[config.mk]
export PLATFORM = sky130hd
export DESIGN_NAME = sdram_arbiter
export DESIGN_NICKNAME = d
export VERILOG_FILES = /design/src/rtl/sdram_pkg.sv /design/src/rtl/ibuf_entry.sv /design/src/rtl/sdram_arbiter.sv
export SDC_FILE = /design/constraint.sdc
export NUM_CORES = 1
export LEC_CHECK = 0
export ABC_AREA = 0
export CAP_MARGIN = 25
export CORE_UTILIZATION = 30
export CTS_CLUSTER_SIZE = 28
export DETAILED_ROUTE_END_ITERATION = 8
export GPL_TIMING_DRIVEN = 0
export PLACE_DENSITY = 0.52
export SLEW_MARGIN = 20
export SYNTH_ARGS = -nofsm -noshare
export SYNTH_HDL_FRONTEND = slang
export SYNTH_SLANG_ARGS = --single-unit
[constraint.sdc]
create_clock -name clk -period 3 [get_ports clk]
set_input_delay 0.3 -clock clk [delete_from_list [all_inputs] [get_ports clk]]
set_output_delay 0.3 -clock clk [all_outputs]
set_load 0.1 [all_outputs]
[src/rtl/sdram_pkg.sv]
// ---------------------------------------------------------------------------
// sdram_pkg
//   Shared definitions for the SDRAM front-end arbiter:
//   - arbiter FSM state encoding (also exported on the debug state port)
//   - granted-operation encoding
//   - address / word widths of the controller request/response bundle
// ---------------------------------------------------------------------------
package sdram_pkg;

    // SDRAM controller address and data word widths
    localparam int ADDR_W    = 23;   // controller word address
    localparam int IWORD_W   = 32;   // instruction word
    localparam int DWORD_W   = 16;   // data word
    localparam int M_RDATA_W = IWORD_W;
    localparam int M_WDATA_W = DWORD_W;

    localparam int STATE_W = 3;

    typedef enum logic [STATE_W-1:0] {
        ST_IDLE   = 3'd0,
        ST_ISSUE  = 3'd1,
        ST_ACCEPT = 3'd2,
        ST_DONE   = 3'd3,
        ST_RESP   = 3'd4
    } arb_state_e;

    typedef enum logic [1:0] {
        OP_FETCH = 2'd0,
        OP_READ  = 2'd1,
        OP_WRITE = 2'd2
    } arb_op_e;

endpackage

[src/rtl/ibuf_entry.sv]
// ---------------------------------------------------------------------------
// ibuf_entry
//   One-entry instruction buffer: tag / data / valid register with a
//   combinational hit compare and a whole-entry invalidate.
//
// Ports
//   clk, rst_n     clock, asynchronous active-low reset (entry invalid)
//   load_i         write tag/data and mark the entry valid
//   load_tag_i     tag (instruction word address) to store
//   load_data_i    instruction word to store
//   inval_i        clear the valid bit (wins over load_i)
//   lookup_tag_i   address to compare against the stored tag
//   hit_o          entry valid and tag matches lookup_tag_i
//   data_o         stored instruction word
// ---------------------------------------------------------------------------
module ibuf_entry
    import sdram_pkg::*;
(
    input  logic               clk,
    input  logic               rst_n,
    input  logic               load_i,
    input  logic [ADDR_W-1:0]  load_tag_i,
    input  logic [IWORD_W-1:0] load_data_i,
    input  logic               inval_i,
    input  logic [ADDR_W-1:0]  lookup_tag_i,
    output logic               hit_o,
    output logic [IWORD_W-1:0] data_o
);

    logic               valid_q, valid_d;
    logic [ADDR_W-1:0]  tag_q,   tag_d;
    logic [IWORD_W-1:0] data_q,  data_d;

    always_comb begin
        valid_d = valid_q;
        tag_d   = tag_q;
        data_d  = data_q;
        if (inval_i) begin
            valid_d = 1'b0;
        end else if (load_i) begin
            valid_d = 1'b1;
            tag_d   = load_tag_i;
            data_d  = load_data_i;
        end
    end

    always_ff @(posedge clk or negedge rst_n) begin
        if (!rst_n) begin
            valid_q <= 1'b0;
            tag_q   <= '0;
            data_q  <= '0;
        end else begin
            valid_q <= valid_d;
            tag_q   <= tag_d;
            data_q  <= data_d;
        end
    end

    assign hit_o  = valid_q && (tag_q == lookup_tag_i);
    assign data_o = data_q;

endmodule

[src/rtl/sdram_arbiter.sv]
// ---------------------------------------------------------------------------
// sdram_arbiter
//   CPU-side front end of the SDRAM controller. Merges the instruction-fetch
//   port and the data load/store port onto the controller's single request
//   interface (one access in flight) and keeps a one-entry instruction buffer
//   so a repeated fetch of the same word completes without an SDRAM access.
//
// Handshakes
//   CPU side: i_req / d_rd_req / d_wr_req are levels held (with address and
//   write data) until the matching one-cycle ack. Data is valid only while
//   the ack is high; err pulses with the ack when the access timed out.
//   Controller side: m_read_req / m_write_req are raised in ISSUE only when
//   m_busy=0 and held until m_busy=1 is seen. A read completes on the first
//   m_read_ready=1, a write on the first m_busy=0 after acceptance.
//
// Ports
//   clk, rst_n                CPU clock, asynchronous active-low reset
//   i_req, i_addr             fetch request / instruction word address
//   i_ack, i_data             fetch completion pulse / instruction word
//   d_rd_req, d_wr_req        data read / write request
//   d_addr, d_wdata, d_ispace data address, write data, write to I-space
//   d_ack, d_rdata            data completion pulse / read data
//   err                       timeout flag, pulses with an ack
//   m_addr, m_wdata           controller address / write data
//   m_read_req, m_write_req   controller requests
//   m_instr_mode              controller instruction-mode select
//   m_busy, m_read_ready      controller status
//   m_rdata                   controller read data
//   dbg_state                 current arbiter FSM state
// ---------------------------------------------------------------------------
module sdram_arbiter
    import sdram_pkg::*;
#(
    parameter int STARVE_LIMIT = 3,
    parameter int TIMEOUT      = 1023,
    parameter int TO_W         = 10
) (
    input  logic                 clk,
    input  logic                 rst_n,
    input  logic                 i_req,
    input  logic [ADDR_W-1:0]    i_addr,
    output logic                 i_ack,
    output logic [IWORD_W-1:0]   i_data,
    input  logic                 d_rd_req,
    input  logic                 d_wr_req,
    input  logic [ADDR_W-1:0]    d_addr,
    input  logic [DWORD_W-1:0]   d_wdata,
    input  logic                 d_ispace,
    output logic                 d_ack,
    output logic [DWORD_W-1:0]   d_rdata,
    output logic                 err,
    output logic [ADDR_W-1:0]    m_addr,
    output logic [M_WDATA_W-1:0] m_wdata,
    output logic                 m_read_req,
    output logic                 m_write_req,
    output logic                 m_instr_mode,
    input  logic                 m_busy,
    input  logic                 m_read_ready,
    input  logic [M_RDATA_W-1:0] m_rdata,
    output logic [STATE_W-1:0]   dbg_state
);

    localparam int SC_W = (STARVE_LIMIT < 1) ? 1 : $clog2(STARVE_LIMIT + 1);
    localparam logic [SC_W-1:0] STARVE_MAX = SC_W'(STARVE_LIMIT);
    localparam logic [TO_W-1:0] TO_MAX     = TO_W'(TIMEOUT);

    arb_state_e          state_q,  state_d;
    arb_op_e             op_q,     op_d;
    logic [ADDR_W-1:0]   addr_q,   addr_d;
    logic [DWORD_W-1:0]  wdata_q,  wdata_d;
    logic                imode_q,  imode_d;
    logic                rd_req_q, rd_req_d;
    logic                wr_req_q, wr_req_d;
    logic [IWORD_W-1:0]  rdata_q,  rdata_d;
    logic                to_err_q, to_err_d;   // current access timed out
    logic [SC_W-1:0]     starve_q, starve_d;
    logic [TO_W-1:0]     to_q,     to_d;
    logic                i_ack_q,  i_ack_d;
    logic                d_ack_q,  d_ack_d;
    logic                err_q,    err_d;
    logic [IWORD_W-1:0]  i_data_q, i_data_d;
    logic [DWORD_W-1:0]  d_rdata_q, d_rdata_d;

    logic                data_pending;
    logic                waiting;
    logic                timed_out;
    logic                buf_hit;
    logic [IWORD_W-1:0]  buf_data;
    logic                buf_load;
    logic                buf_inval;

    ibuf_entry u_ibuf (
        .clk          (clk),
        .rst_n        (rst_n),
        .load_i       (buf_load),
        .load_tag_i   (addr_q),
        .load_data_i  (rdata_q),
        .inval_i      (buf_inval),
        .lookup_tag_i (i_addr),
        .hit_o        (buf_hit),
        .data_o       (buf_data)
    );

    assign data_pending = d_rd_req || d_wr_req;
    assign waiting      = (state_q == ST_ISSUE) || (state_q == ST_ACCEPT) ||
                          (state_q == ST_DONE);
    assign timed_out    = (to_q == TO_MAX);

    always_comb begin
        state_d   = state_q;
        op_d      = op_q;
        addr_d    = addr_q;
        wdata_d   = wdata_q;
        imode_d   = imode_q;
        rd_req_d  = rd_req_q;
        wr_req_d  = wr_req_q;
        rdata_d   = rdata_q;
        to_err_d  = to_err_q;
        starve_d  = starve_q;
        i_ack_d   = 1'b0;
        d_ack_d   = 1'b0;
        err_d     = 1'b0;
        i_data_d  = '0;
        d_rdata_d = '0;
        buf_load  = 1'b0;
        buf_inval = 1'b0;

        case (state_q)
            ST_IDLE: begin
                // Requests are still high during their ack cycle; skip
                // arbitration then so a finished request is not re-granted.
                if (!i_ack_q && !d_ack_q) begin
                    if (i_req && (!data_pending || starve_q == STARVE_MAX)) begin
                        op_d     = OP_FETCH;
                        addr_d   = i_addr;
                        imode_d  = 1'b1;
                        to_err_d = 1'b0;
                        starve_d = '0;
                        if (buf_hit) begin
                            rdata_d = buf_data;
                            state_d = ST_RESP;
                        end else begin
                            state_d = ST_ISSUE;
                        end
                    end else if (data_pending) begin
                        addr_d   = d_addr;
                        wdata_d  = d_wdata;
                        rdata_d  = '0;
                        to_err_d = 1'b0;
                        if (i_req) begin
                            starve_d = starve_q + SC_W'(1);
                        end
                        // Both data requests high is treated as a read.
                        if (d_rd_req) begin
                            op_d    = OP_READ;
                            imode_d = 1'b0;
                        end else begin
                            op_d      = OP_WRITE;
                            imode_d   = d_ispace;
                            buf_inval = d_ispace;
                        end
                        state_d = ST_ISSUE;
                    end
                end
            end

            ST_ISSUE: begin
                if (!m_busy) begin
                    if (op_q == OP_WRITE) begin
                        wr_req_d = 1'b1;
                    end else begin
                        rd_req_d = 1'b1;
                    end
                    state_d = ST_ACCEPT;
                end else if (timed_out) begin
                    to_err_d = 1'b1;
                    rdata_d  = '0;
                    state_d  = ST_RESP;
                end
            end

            ST_ACCEPT: begin
                if (m_busy) begin
                    rd_req_d = 1'b0;
                    wr_req_d = 1'b0;
                    state_d  = ST_DONE;
                end else if (timed_out) begin
                    rd_req_d = 1'b0;
                    wr_req_d = 1'b0;
                    to_err_d = 1'b1;
                    rdata_d  = '0;
                    state_d  = ST_RESP;
                end
            end

            ST_DONE: begin
                if (op_q != OP_WRITE && m_read_ready) begin
                    rdata_d = (op_q == OP_FETCH) ? m_rdata
                                                 : {16'h0000, m_rdata[DWORD_W-1:0]};
                    state_d = ST_RESP;
                end else if (op_q == OP_WRITE && !m_busy) begin
                    state_d = ST_RESP;
                end else if (timed_out) begin
                    to_err_d = 1'b1;
                    rdata_d  = '0;
                    state_d  = ST_RESP;
                end
            end

            ST_RESP: begin
                err_d = to_err_q;
                if (op_q == OP_FETCH) begin
                    i_ack_d  = 1'b1;
                    i_data_d = rdata_q;
                    buf_load = !to_err_q;
                end else begin
                    d_ack_d   = 1'b1;
                    d_rdata_d = rdata_q[DWORD_W-1:0];
                end
                state_d = ST_IDLE;
            end

            default: begin
                state_d  = ST_IDLE;
                rd_req_d = 1'b0;
                wr_req_d = 1'b0;
            end
        endcase

        // Wait-state timer restarts on every state change.
        if (state_d != state_q) begin
            to_d = '0;
        end else if (waiting) begin
            to_d = to_q + TO_W'(1);
        end else begin
            to_d = to_q;
        end
    end

    always_ff @(posedge clk or negedge rst_n) begin
        if (!rst_n) begin
            state_q   <= ST_IDLE;
            op_q      <= OP_FETCH;
            addr_q    <= '0;
            wdata_q   <= '0;
            imode_q   <= 1'b0;
            rd_req_q  <= 1'b0;
            wr_req_q  <= 1'b0;
            rdata_q   <= '0;
            to_err_q  <= 1'b0;
            starve_q  <= '0;
            to_q      <= '0;
            i_ack_q   <= 1'b0;
            d_ack_q   <= 1'b0;
            err_q     <= 1'b0;
            i_data_q  <= '0;
            d_rdata_q <= '0;
        end else begin
            state_q   <= state_d;
            op_q      <= op_d;
            addr_q    <= addr_d;
            wdata_q   <= wdata_d;
            imode_q   <= imode_d;
            rd_req_q  <= rd_req_d;
            wr_req_q  <= wr_req_d;
            rdata_q   <= rdata_d;
            to_err_q  <= to_err_d;
            starve_q  <= starve_d;
            to_q      <= to_d;
            i_ack_q   <= i_ack_d;
            d_ack_q   <= d_ack_d;
            err_q     <= err_d;
            i_data_q  <= i_data_d;
            d_rdata_q <= d_rdata_d;
        end
    end

    assign i_ack        = i_ack_q;
    assign i_data       = i_data_q;
    assign d_ack        = d_ack_q;
    assign d_rdata      = d_rdata_q;
    assign err          = err_q;
    assign m_addr       = addr_q;
    assign m_wdata      = wdata_q;
    assign m_read_req   = rd_req_q;
    assign m_write_req  = wr_req_q;
    assign m_instr_mode = imode_q;
    assign dbg_state    = state_q;

endmodule

==> results by group, run 1 <==
Synth
  • Post-Synth Simple-Gate Area: 0.100
  • Largest family of logic cells by synthesized area: multiplexers
  • Post-Syn Instances: 641
  • Area of the mapped netlist: 8200 µm²
  • Synth warnings: 0
  • Asr flop ratio synth: 1.00
  • Post-synthesis compound-gate area fraction: 0.106
  • Sequential area share after synthesis: 0.607
  • Register bit count reported by yosys: 199
  • Synth unique cells: 46
  • Dominant synthesized flop cell: dfrtp_1
  • EDFF count, synth: 0
  • Mean Syn Cell Area: 12.8 µm²
  • Mux cell area share after synthesis: 0.127
  • Syn_nets: 745
  • Adder-cell area share of the yosys netlist: 0.00305
  • Area share of xor/xnor cells in the synthesized design: 0.0342

Detailed routing
  • Antenna-violating nets left: 0
  • Highest metal used: met5
  • Met1 Wirelength: 9.89 mm
  • Vias: 5,649
  • WL final: 21.2 mm
  • Vias per std cell: 4.65
  • DR iter-0 viols: 228
  • Met3 wire len: 922 µm
  • Routed wl met2: 10.2 mm
  • DR pass1 iterations: 4
  • # DRC: 0
  • Drt wl/cell: 17.4 µm

Timing
  • Crit share post-route: 0.889
  • Slew Limit Fails: 0
  • Max-slew headroom: 0.306
  • Final worst path period need: 2670 ps
  • Total Neg Setup Slack: 0 ps
  • Clock skew: 18.7 ps
  • Final hold violations: 0
  • RSZ-0062 raised after global routing: false
  • Highest Clock Rate: 375 MHz
  • Worst Tran Pin Value: 1040 ps
  • Final setup viols: 0

Critical path
  • Crit path max fanout: 10
  • Crit Path Category: register to register
  • Critical path required time: 3310 ps
  • CP Capture Type: register
  • Worst setup SP type: register
  • WP data arrival: 2970 ps

Clock network
  • Clock sink total: 199
  • Post-CTS resize count: 0
  • CTS root buffer: clkbuf_16
  • Clock slew at reported path FFs: 80 ps
  • Inserted Clock Buffers: 17
  • CTS H-tree depth: 4
  • Worst skew pair latency: 440 ps
  • Clock Path Buffers: 2
  • CTS tree: built

Floorplan
  • IO Count: 198
  • Die width: 167 µm
  • Core Region: 26,900 µm²
  • Die area: 28,000 µm²
  • Initial Util: 0.305
  • Die Span Y: 167 µm
  • Num rows: 60

Place
  • Routability Congestion: 0.777
  • Number of port buffers: 196
  • Post-DP HPWL: 15.2 mm

Global routing
  • Initial antenna violation count: 1
  • Largest net degree at the start of global routing: 90
  • Global-route congestion overflow total: 0
  • Total Routing Usage GR: 0.158
  • First-pass GRT wire length: 34.1 mm
  • Vias in the first global route: 5,988

Flow run
  • Max Cap Viol: 0

Status
  • Status: finished clean

Cells and area
  • Share of layout cells above drive strength 1: 0.0722
  • Final net count: 964
  • Synth-to-Final Area Change: 37.2%

Worst hold path
  • HP Class: input pin to asynchronous set/reset pin

Power and ir drop
  • Total Power: 11,000 µW
  • Static leakage: 0.00519 µW
  • Power per cell area: 980 nW/µm²
  • VDD IR-drop max: 517 µV
sequential cells by signal, summed over array words and instances (netlist names), 10 cells and up:
signal and count:
i_data 32, rdata_q 32, u_ibuf.data_o 32, m_addr 23, u_ibuf.tag_q 23, d_rdata 16, m_wdata 16, to_q 10
layout by cell type, fill, tap and decap left out, drive strengths merged, types with 2 or more instances in the layout:
cell type / netlist / routed
a21oi: 7 / 7
mux2i: 24 / 24
and3b: 2 / 2
ha: 2 / 2
nand2: 41 / 41
nand3: 4 / 4
nand2b: 4 / 4
and3: 2 / 2
inv: 6 / 12
nor2b: 2 / 2
a22o: 64 / 64
buf: 15 / 19
nand4: 10 / 10
mux2: 71 / 71
o21ai: 31 / 31
nor4: 5 / 5
o31ai: 3 / 3
nor2: 23 / 23
dfrtp: 199 / 199
clkdlybuf4s50: 0 / 195
xor2: 14 / 14
o21bai: 2 / 2
xnor2: 18 / 18
clkinv: 0 / 5
clkinvlp: 0 / 3
clkbuf: 22 / 39
and2: 50 / 50
o22ai: 2 / 2
nor3: 6 / 6
layout make-up:
type,instances,area (µm²)
clock inverters,14,159
repair buffers,200,2040
well taps,341,427
fillers,2602,15600
diodes,1,2.50
clock buffers,17,425
inverters,6,22.5
multi-input cells,399,3040
flip-flops and latches,199,4980
plain buffers,37,158
cell usage after synthesis, types with 4 or more instances:
| cell type | n | share of area |
|---|---|---|
| nor4_1 | 4 | 0.0031 |
| o21ai_1 | 15 | 0.0092 |
| nor3_1 | 6 | 0.0037 |
| xor2_1 | 14 | 0.015 |
| nand2b_1 | 4 | 0.0031 |
| nor2_1 | 22 | 0.010 |
| nand2_1 | 41 | 0.019 |
| clkbuf_1 | 22 | 0.010 |
| nand3_1 | 4 | 0.0024 |
| mux2_1 | 60 | 0.082 |
| inv_1 | 6 | 0.0027 |
| dfrtp_1 | 199 | 0.61 |
| o21ai_0 | 15 | 0.0092 |
| xnor2_1 | 18 | 0.019 |
| a22o_1 | 64 | 0.068 |
| and2_1 | 50 | 0.038 |
| buf_2 | 12 | 0.0073 |
| a21oi_1 | 7 | 0.0043 |
| mux2_2 | 11 | 0.015 |
| mux2i_1 | 24 | 0.029 |
| nand4_1 | 10 | 0.0076 |
through the flow:
| stage | setup WS, ps | hold slack, ps | cell area, µm² | instances | utilization |
|---|---|---|---|---|---|
| after CTS | 222 | 315 | 11200 | 1213 | 0.419 |
| after global routing | 4.05 | 330 | 11200 | 1213 | 0.419 |
| after floorplan | 240 | 4.41 | 8200 | 641 | - |
| final | 334 | 314 | 11300 | 1214 | 0.419 |
| after global placement | -7180 | 462 | 10600 | 1178 | 0.394 |
| after detailed placement | -83.4 | 191 | 10700 | 1181 | 0.396 |
worst max-delay path, stage by stage, from the launching register on:
cell	delay [ps]
dfrtp_1	420
clkbuf_1	220
nor2_1	220
nand2_1	130
nor4_1	290
clkbuf_1	470
buf_2	420
mux2_1	360
power by group:
group / internal [µW] / switching, µW
sequential: 3320 / 438
clock: 1120 / 1160
combinational: 1390 / 3590
worst paths after layout:
kind                                          start                      endpoint  slack (ps)  cells after the start
max                          dbg_state[0]$_DFF_PN0_  u_ibuf.tag_q[19]$_DFFE_PN0P_         330                      7
min                                           rst_n           i_data[9]$_DFF_PN0_         310                      2
max reg2reg                  dbg_state[0]$_DFF_PN0_  u_ibuf.tag_q[19]$_DFFE_PN0P_         330                      7
min reg2reg                m_instr_mode$_DFFE_PN0P_      m_instr_mode$_DFFE_PN0P_         480                      2
max in group asynchronous                     rst_n   u_ibuf.tag_q[3]$_DFFE_PN0P_        1590                      4
min in group clk                             m_busy        dbg_state[0]$_DFF_PN0_         360                      3
logic make-up after synthesis:
family	Yosys count
AO/OA/AOI/OAI	116
buffers and inverters	43
adder cells (fa/ha/maj)	2
XOR/XNOR	32
AND/OR/NAND/NOR	154
multiplexers	95
flip-flops	199
what timing repair did:
| action | in CTS | in global routing |
|---|---|---|
| hold buffers | 1 | 0 |
| buffers inserted | 0 | 0 |
| endpoints found under the hold margin | 35 | 0 |
routing by layer:
metal | vias up | track usage
met3 | 13 | 0.0343
met2 | 121 | 0.259
met4 | 2 | 0.0355
met5 | - | 0
met1 | 2811 | 0.214
li1 | 2702 | -
Note: power is estimated with default switching activity, not from simulation.
==> run 2, diff against run 1 <==
CTS_CLUSTER_SIZE = 20   (was 28)
==> results of run 2 <==
Same layout as run 1: the final DEF is identical, and so are final timing and power.
